$ cat src/rtl/note_dropper.sv
// note_dropper: four-lane falling-note rhythm game core.
// Each lane keeps up to four notes that fall SPEED px per animation tick.
// A key press scores the first note whose bottom edge sits inside the hit
// window around HIT_Y; notes falling past the window are reported as misses.
// Pixel colour is registered on pixel strobes (one strobe of latency).
// Optional feature macro: NOTE_DROPPER_HITLINE_EN draws a white hit line at HIT_Y.

module note_dropper #(
  parameter int LANE_X0 = 160,
  parameter int LANE_W  = 80,
  parameter int NOTE_H  = 20,
  parameter int SPEED   = 2,
  parameter int HIT_Y   = 420,
  parameter int HIT_WIN = 16
) (
  input  logic       i_clk,
  input  logic       i_rst,
  input  logic       i_pix_stb,
  input  logic       i_animate,
  input  logic       i_active,
  input  logic [9:0] i_x,
  input  logic [8:0] i_y,
  input  logic [3:0] i_spawn,
  input  logic [3:0] i_key,
  output logic [3:0] o_r,
  output logic [3:0] o_g,
  output logic [3:0] o_b,
  output logic [3:0] o_hit,
  output logic [3:0] o_miss,
  output logic [3:0] o_overflow
);

  localparam int NUM_LANES  = 4;
  localparam int NUM_SLOTS  = 4;
  localparam int LANE_INSET = 4;

  localparam logic [10:0] NOTE_H_W = 11'(NOTE_H);
  localparam logic [10:0] SPEED_W  = 11'(SPEED);
  localparam logic [10:0] WIN_LO   = 11'(HIT_Y - HIT_WIN);
  localparam logic [10:0] WIN_HI   = 11'(HIT_Y + HIT_WIN);

`ifdef NOTE_DROPPER_HITLINE_EN
  localparam logic [10:0] HIT_ROW     = 11'(HIT_Y);
  localparam logic [10:0] FIELD_LEFT  = 11'(LANE_X0);
  localparam logic [10:0] FIELD_RIGHT = 11'(LANE_X0 + NUM_LANES * LANE_W);
`endif

  logic [NUM_SLOTS-1:0] slotValid_q [NUM_LANES];
  logic [NUM_SLOTS-1:0] slotValid_d [NUM_LANES];
  logic [9:0]           slotY_q     [NUM_LANES][NUM_SLOTS];
  logic [9:0]           slotY_d     [NUM_LANES][NUM_SLOTS];

  logic [3:0] pending_q;
  logic [3:0] pending_d;
  logic [3:0] keyPrev_q;
  logic [3:0] keyEdge;
  logic       tick;

  logic [3:0] hit_d;
  logic [3:0] miss_d;
  logic [3:0] overflow_d;
  logic [3:0] pixR_d;
  logic [3:0] pixG_d;
  logic [3:0] pixB_d;

  assign tick    = i_animate & i_pix_stb;
  assign keyEdge = i_key & ~keyPrev_q;

  function automatic logic [11:0] laneColour(input int lane);
    case (lane)
      0:       laneColour = 12'h0F0;
      1:       laneColour = 12'hF00;
      2:       laneColour = 12'hFF0;
      default: laneColour = 12'h00F;
    endcase
  endfunction

  // Slot bookkeeping: hits use pre-move positions, survivors move on a tick, and a spawn takes a slot that was free at cycle start.
  always_comb begin : slotNext
    logic        hitTaken;
    logic        freeTaken;
    logic [10:0] bottom;
    logic [10:0] moved;
    slotValid_d = slotValid_q;
    slotY_d     = slotY_q;
    hit_d       = '0;
    miss_d      = '0;
    overflow_d  = '0;
    hitTaken    = 1'b0;
    freeTaken   = 1'b0;
    bottom      = '0;
    moved       = '0;
    for (int l = 0; l < NUM_LANES; l++) begin
      hitTaken  = 1'b0;
      freeTaken = 1'b0;
      for (int s = 0; s < NUM_SLOTS; s++) begin
        bottom = {1'b0, slotY_q[l][s]} + NOTE_H_W;
        moved  = {1'b0, slotY_q[l][s]} + SPEED_W;
        if (slotValid_q[l][s]) begin
          if (keyEdge[l] && !hitTaken && (bottom >= WIN_LO) && (bottom <= WIN_HI)) begin
            hitTaken          = 1'b1;
            slotValid_d[l][s] = 1'b0;
            hit_d[l]          = 1'b1;
          end else if (tick) begin
            if ((moved + NOTE_H_W) > WIN_HI) begin
              slotValid_d[l][s] = 1'b0;
              miss_d[l]         = 1'b1;
            end else begin
              slotY_d[l][s] = moved[9:0];
            end
          end
        end else if (tick && pending_q[l] && !freeTaken) begin
          freeTaken         = 1'b1;
          slotValid_d[l][s] = 1'b1;
          slotY_d[l][s]     = '0;
        end
      end
      if (tick && pending_q[l] && !freeTaken) begin
        overflow_d[l] = 1'b1;
      end
    end
    pending_d = (pending_q & ~{NUM_LANES{tick}}) | i_spawn;
  end

  // Pixel colour for the current beam position; lower lanes take priority, the hit line overrides notes.
  always_comb begin : pixelNext
    logic        drawn;
    logic        inLane;
    logic        onNote;
    logic [10:0] xW;
    logic [10:0] yW;
    logic [10:0] noteTop;
    xW      = {1'b0, i_x};
    yW      = {2'b0, i_y};
    drawn   = 1'b0;
    inLane  = 1'b0;
    onNote  = 1'b0;
    noteTop = '0;
    pixR_d  = '0;
    pixG_d  = '0;
    pixB_d  = '0;
    for (int l = 0; l < NUM_LANES; l++) begin
      inLane = (xW >= 11'(LANE_X0 + l * LANE_W + LANE_INSET)) &&
               (xW <  11'(LANE_X0 + (l + 1) * LANE_W - LANE_INSET));
      onNote = 1'b0;
      for (int s = 0; s < NUM_SLOTS; s++) begin
        noteTop = {1'b0, slotY_q[l][s]};
        if (slotValid_q[l][s] && (yW >= noteTop) && (yW < (noteTop + NOTE_H_W))) begin
          onNote = 1'b1;
        end
      end
      if (!drawn && inLane && onNote) begin
        drawn = 1'b1;
        {pixR_d, pixG_d, pixB_d} = laneColour(l);
      end
    end
`ifdef NOTE_DROPPER_HITLINE_EN
    if ((yW == HIT_ROW) && (xW >= FIELD_LEFT) && (xW < FIELD_RIGHT)) begin
      {pixR_d, pixG_d, pixB_d} = 12'hFFF;
    end
`endif
    if (!i_active) begin
      pixR_d = '0;
      pixG_d = '0;
      pixB_d = '0;
    end
  end

  // State and output registers; colour only advances on pixel strobes.
  always_ff @(posedge i_clk or posedge i_rst) begin
    if (i_rst) begin
      for (int l = 0; l < NUM_LANES; l++) begin
        slotValid_q[l] <= '0;
        for (int s = 0; s < NUM_SLOTS; s++) begin
          slotY_q[l][s] <= '0;
        end
      end
      pending_q  <= '0;
      keyPrev_q  <= '0;
      o_hit      <= '0;
      o_miss     <= '0;
      o_overflow <= '0;
      o_r        <= '0;
      o_g        <= '0;
      o_b        <= '0;
    end else begin
      slotValid_q <= slotValid_d;
      slotY_q     <= slotY_d;
      pending_q   <= pending_d;
      keyPrev_q   <= i_key;
      o_hit       <= hit_d;
      o_miss      <= miss_d;
      o_overflow  <= overflow_d;
      if (i_pix_stb) begin
        o_r <= pixR_d;
        o_g <= pixG_d;
        o_b <= pixB_d;
      end
    end
  end

endmodule

$ cat config.mk
export PLATFORM = sky130hd
export DESIGN_NAME = note_dropper
export DESIGN_NICKNAME = d
export VERILOG_FILES = /design/src/rtl/note_dropper.sv
export SDC_FILE = /design/constraint.sdc
export NUM_CORES = 1
export LEC_CHECK = 0
export ABC_AREA = 1
export CORE_AREA = 2 2 214 216
export CTS_CLUSTER_DIAMETER = 30
export CTS_CLUSTER_SIZE = 40
export DETAILED_ROUTE_END_ITERATION = 10
export DIE_AREA = 0 0 216 218
export HOLD_SLACK_MARGIN = 0.05
export PLACE_DENSITY = 0.68
export SLEW_MARGIN = 20
export SYNTH_ARGS = -nofsm -noshare
export SYNTH_HDL_FRONTEND = slang
export SYNTH_SLANG_ARGS = --single-unit
$ cat constraint.sdc
create_clock -name i_clk -period 8.5 [get_ports i_clk]
set_input_delay 0.85 -clock i_clk [delete_from_list [all_inputs] [get_ports i_clk]]
set_output_delay 0.85 -clock i_clk [all_outputs]
set_load 0.01 [all_outputs]
==> results_dict.tcl <==
set metrics [dict create \
    cts_made_buffers 17 \
    std_cell_rows 78 \
    clock-root-buffer "clkbuf_16" \
    crit_end "slotY_q[88]$_DFFE_PP0P_" \
    start_kind "primary input" \
    multi_input_area_sq_mm 0.0162 \
    seq_area_frac_synth_pct 19.9 \
    drc 0 \
    final-max-slew-violation-count 0 \
    grt_max_degree 117 \
    fin_area_sq_mm 0.0245 \
    period_share_pct 37.0 \
    synth.net_count 3930 \
    crit_arrival_ps 3590 \
    internal_power_mw 2.63 \
    dieHeight_microns 218 \
    die_w_microns 216 \
    setup_tns_ps 0 \
    required_ps 8940 \
    setup_ws_ps 5360 \
    p_sw_share_pct 50.5 \
    layout-drive-gt1-share_pct 5.20 \
    fp.dieArea_sq_mm 0.0471 \
    clkSinkCount 183 \
    dr.pass1.iters 6 \
    timing.rr.start "slotY_q[32]$_DFFE_PP0P_" \
    critPathCaptureType "flop" \
    post-place-ws_ps 4900 \
    peakVddDrop_v 0.000188 \
    port_buffers 52 \
    regArea_sq_mm 0.00458 \
    netlist_area_sq_mm 0.0231 \
    setup-violations-final 0 \
    cts_setup_buffers 0 \
    yosys_warnings 0 \
    hp-class "flop to flop" \
    grt_overflow 0 \
    p_per_area_mw_per_mm2 217 \
    cts_resized 0 \
    fin_util_pct 54.6 \
    holdBufCountCts 0 \
    power_frac_seq_pct 27.2 \
    criticalPathCategory "primary input to flop" \
    max_slew_margin_pct 37.2 \
    layout.nets 3933 \
    reg2reg_to "slotY_q[39]$_DFFE_PP0P_" \
    drtIter0Drc 1300 \
    power_switching_mw 2.69 \
    critPathLaunch "i_key[1]" \
    p_leak_nw 12.8 \
    syn_to_final_growth_pct 6.18 \
    ys_ff_latch 183 \
    wire_per_inst_microns 13.4 \
    initial_utilization_pct 51.4 \
    grt_pass1_wl_mm 96.4 \
    reg2reg_depth 16 \
    diodes 0 \
    syn_avg_cell_area_sq_um 6.44 \
    p_clk_share_pct 15.2 \
    final_common_cell "nand2_1" \
    clock_latency_ps 510 \
    viasPerCell 5.19 \
    rsz0062_at_grt "no" \
    placed_area_sq_mm 0.0239 \
    max-cap-violations 0 \
    drtAntennaViolNets 0 \
    path_max_fanout 11 \
    gp_congestion 0.857 \
    place_hpwl_mm 40.7 \
    dp.cells 4167 \
    antenna_found_initial 0 \
    ys_types 56 \
    worstMarginPinSlew_ps 942 \
    grt_use_total_pct 24.6 \
    synthCells 3583 \
    clockBufferDepth 2 \
    post-route-min-period_ps 3140 \
    io_pins 56 \
    fill_cells 4620 \
    outcome "finished clean" \
    path_clk_slew_ps 70 \
    stdcell_count 4197 \
    p_total_mw 5.32 \
    fmax_ghz 0.318 \
    mostFrequentLayoutCells "nand2_1 (1039), inv_1 (480), nor2_1 (336)" \
    finalWirelength_mm 56.1 \
    hold_slack_ps 488 \
    combPwrFrac_pct 57.6 \
    tritoncts "done" \
    rrSetupSlack_ps 5470 \
    hold_viol_final 0 \
    grt_pass1_vias 20370 \
    coreArea_sq_mm 0.0449 \
    clock_skew_ps 17.7 \
    vias 21797 \
    htreeDepth 4 \
]
## worst min path at each step
stage	start	slack, ps	to	depth (start not counted)
final	slotY_q[18]$_DFFE_PP0P_	490	slotY_q[18]$_DFFE_PP0P_	2
after global placement	slotY_q[18]$_DFFE_PP0P_	450	slotY_q[18]$_DFFE_PP0P_	2
after detailed placement	slotY_q[18]$_DFFE_PP0P_	470	slotY_q[18]$_DFFE_PP0P_	2
after global routing	slotY_q[68]$_DFFE_PP0P_	520	slotY_q[68]$_DFFE_PP0P_	2
after CTS	slotY_q[18]$_DFFE_PP0P_	490	slotY_q[18]$_DFFE_PP0P_	2
after floorplan	slotY_q[18]$_DFFE_PP0P_	440	slotY_q[18]$_DFFE_PP0P_	2
## cell usage after synthesis, drive strengths merged
| master | instances | share of area (%) |
|---|---|---|
| a22oi | 2 | 0.065 |
| inv | 495 | 8.1 |
| nand4 | 100 | 2.8 |
| nor3b | 2 | 0.065 |
| nor3 | 25 | 0.61 |
| a21o | 6 | 0.20 |
| nor4 | 4 | 0.11 |
| clkinv | 1 | 0.016 |
| and3 | 2 | 0.054 |
| xor2 | 129 | 5.1 |
| o22ai | 3 | 0.081 |
| and2 | 4 | 0.11 |
| o21ai | 216 | 5.3 |
| a31o | 1 | 0.038 |
| nor2b | 1 | 0.027 |
| buf | 47 | 1.4 |
| a21boi | 2 | 0.11 |
| o21a | 5 | 0.16 |
| ha | 315 | 17 |
| o32ai | 1 | 0.038 |
| or2 | 13 | 0.35 |
| nand3b | 17 | 0.55 |
| nor2 | 359 | 6.3 |
| nand3 | 334 | 7.7 |
| a31oi | 2 | 0.054 |
| dfrtp | 183 | 20 |
| a21oi | 168 | 4.0 |
| nand2 | 1056 | 17 |
| xnor2 | 8 | 0.30 |
| o2111ai | 3 | 0.11 |
| o211ai | 16 | 0.52 |
| clkbuf | 31 | 0.54 |
| o21bai | 32 | 1.0 |
## power groups by stage
stage | combinational [mW] | clock (mW) | sequential (mW)
floorplan | 2.57 | 0 | 1.27
global placement | 2.99 | 0 | 1.46
detailed placement | 3.04 | 0 | 1.46
CTS | 3.07 | 0.830 | 1.45
global route | 3.62 | 0.854 | 1.50
finish | 3.06 | 0.806 | 1.45
## cell families after synthesis
| logic type | count (synthesis) | share of synthesized area [%] |
|---|---|---|
| AOI/OAI and AO/OA | 457 | 11.7 |
| xor gates and xnor gates | 137 | 5.36 |
| adders and majority gates | 315 | 17.1 |
| buffers and inverters | 574 | 9.99 |
| DFF | 183 | 19.9 |
| and+or+nand+nor | 1917 | 36.1 |
## flip-flops by register name (all words and copies together) (netlist names), 4 cells and up
register           flops
pixelNext.noteTop      9
o_miss                 4
slotY_q              135
slotValid_q           16
o_overflow             4
keyPrev_q              4
o_hit                  4
pending_q              4
## layer usage
metal / vias to the layer above / track usage (%) / part of all wire [%]
met3: 47 / 3.31 / 3.4
met5: - / 0 / 0
met1: 9826 / 33.0 / 50
met4: 0 / 6.51 / 1.7
li1: 11621 / - / -
met2: 303 / 41.7 / 45
## worst max-delay path: stages
cell	delay, ps
clkdlybuf4s50_1	480
inv_1	40
nor2_1	510
nand3b_1	140
nor4_1	600
nand3_1	490
nand2_2	320
nand2_1	90
nand2_1	60
## area by class of cell
class / instances / area share [%]
Clock buffer: 24 / 2.09
Clock inverter: 6 / 0.169
Inverter: 496 / 7.63
Multi-Input combinational cell: 2826 / 66.1
Sequential cell: 183 / 18.7
Tap cell: 600 / 3.07
Timing Repair Buffer: 62 / 2.27
Power figures use the tool's default switching activity.
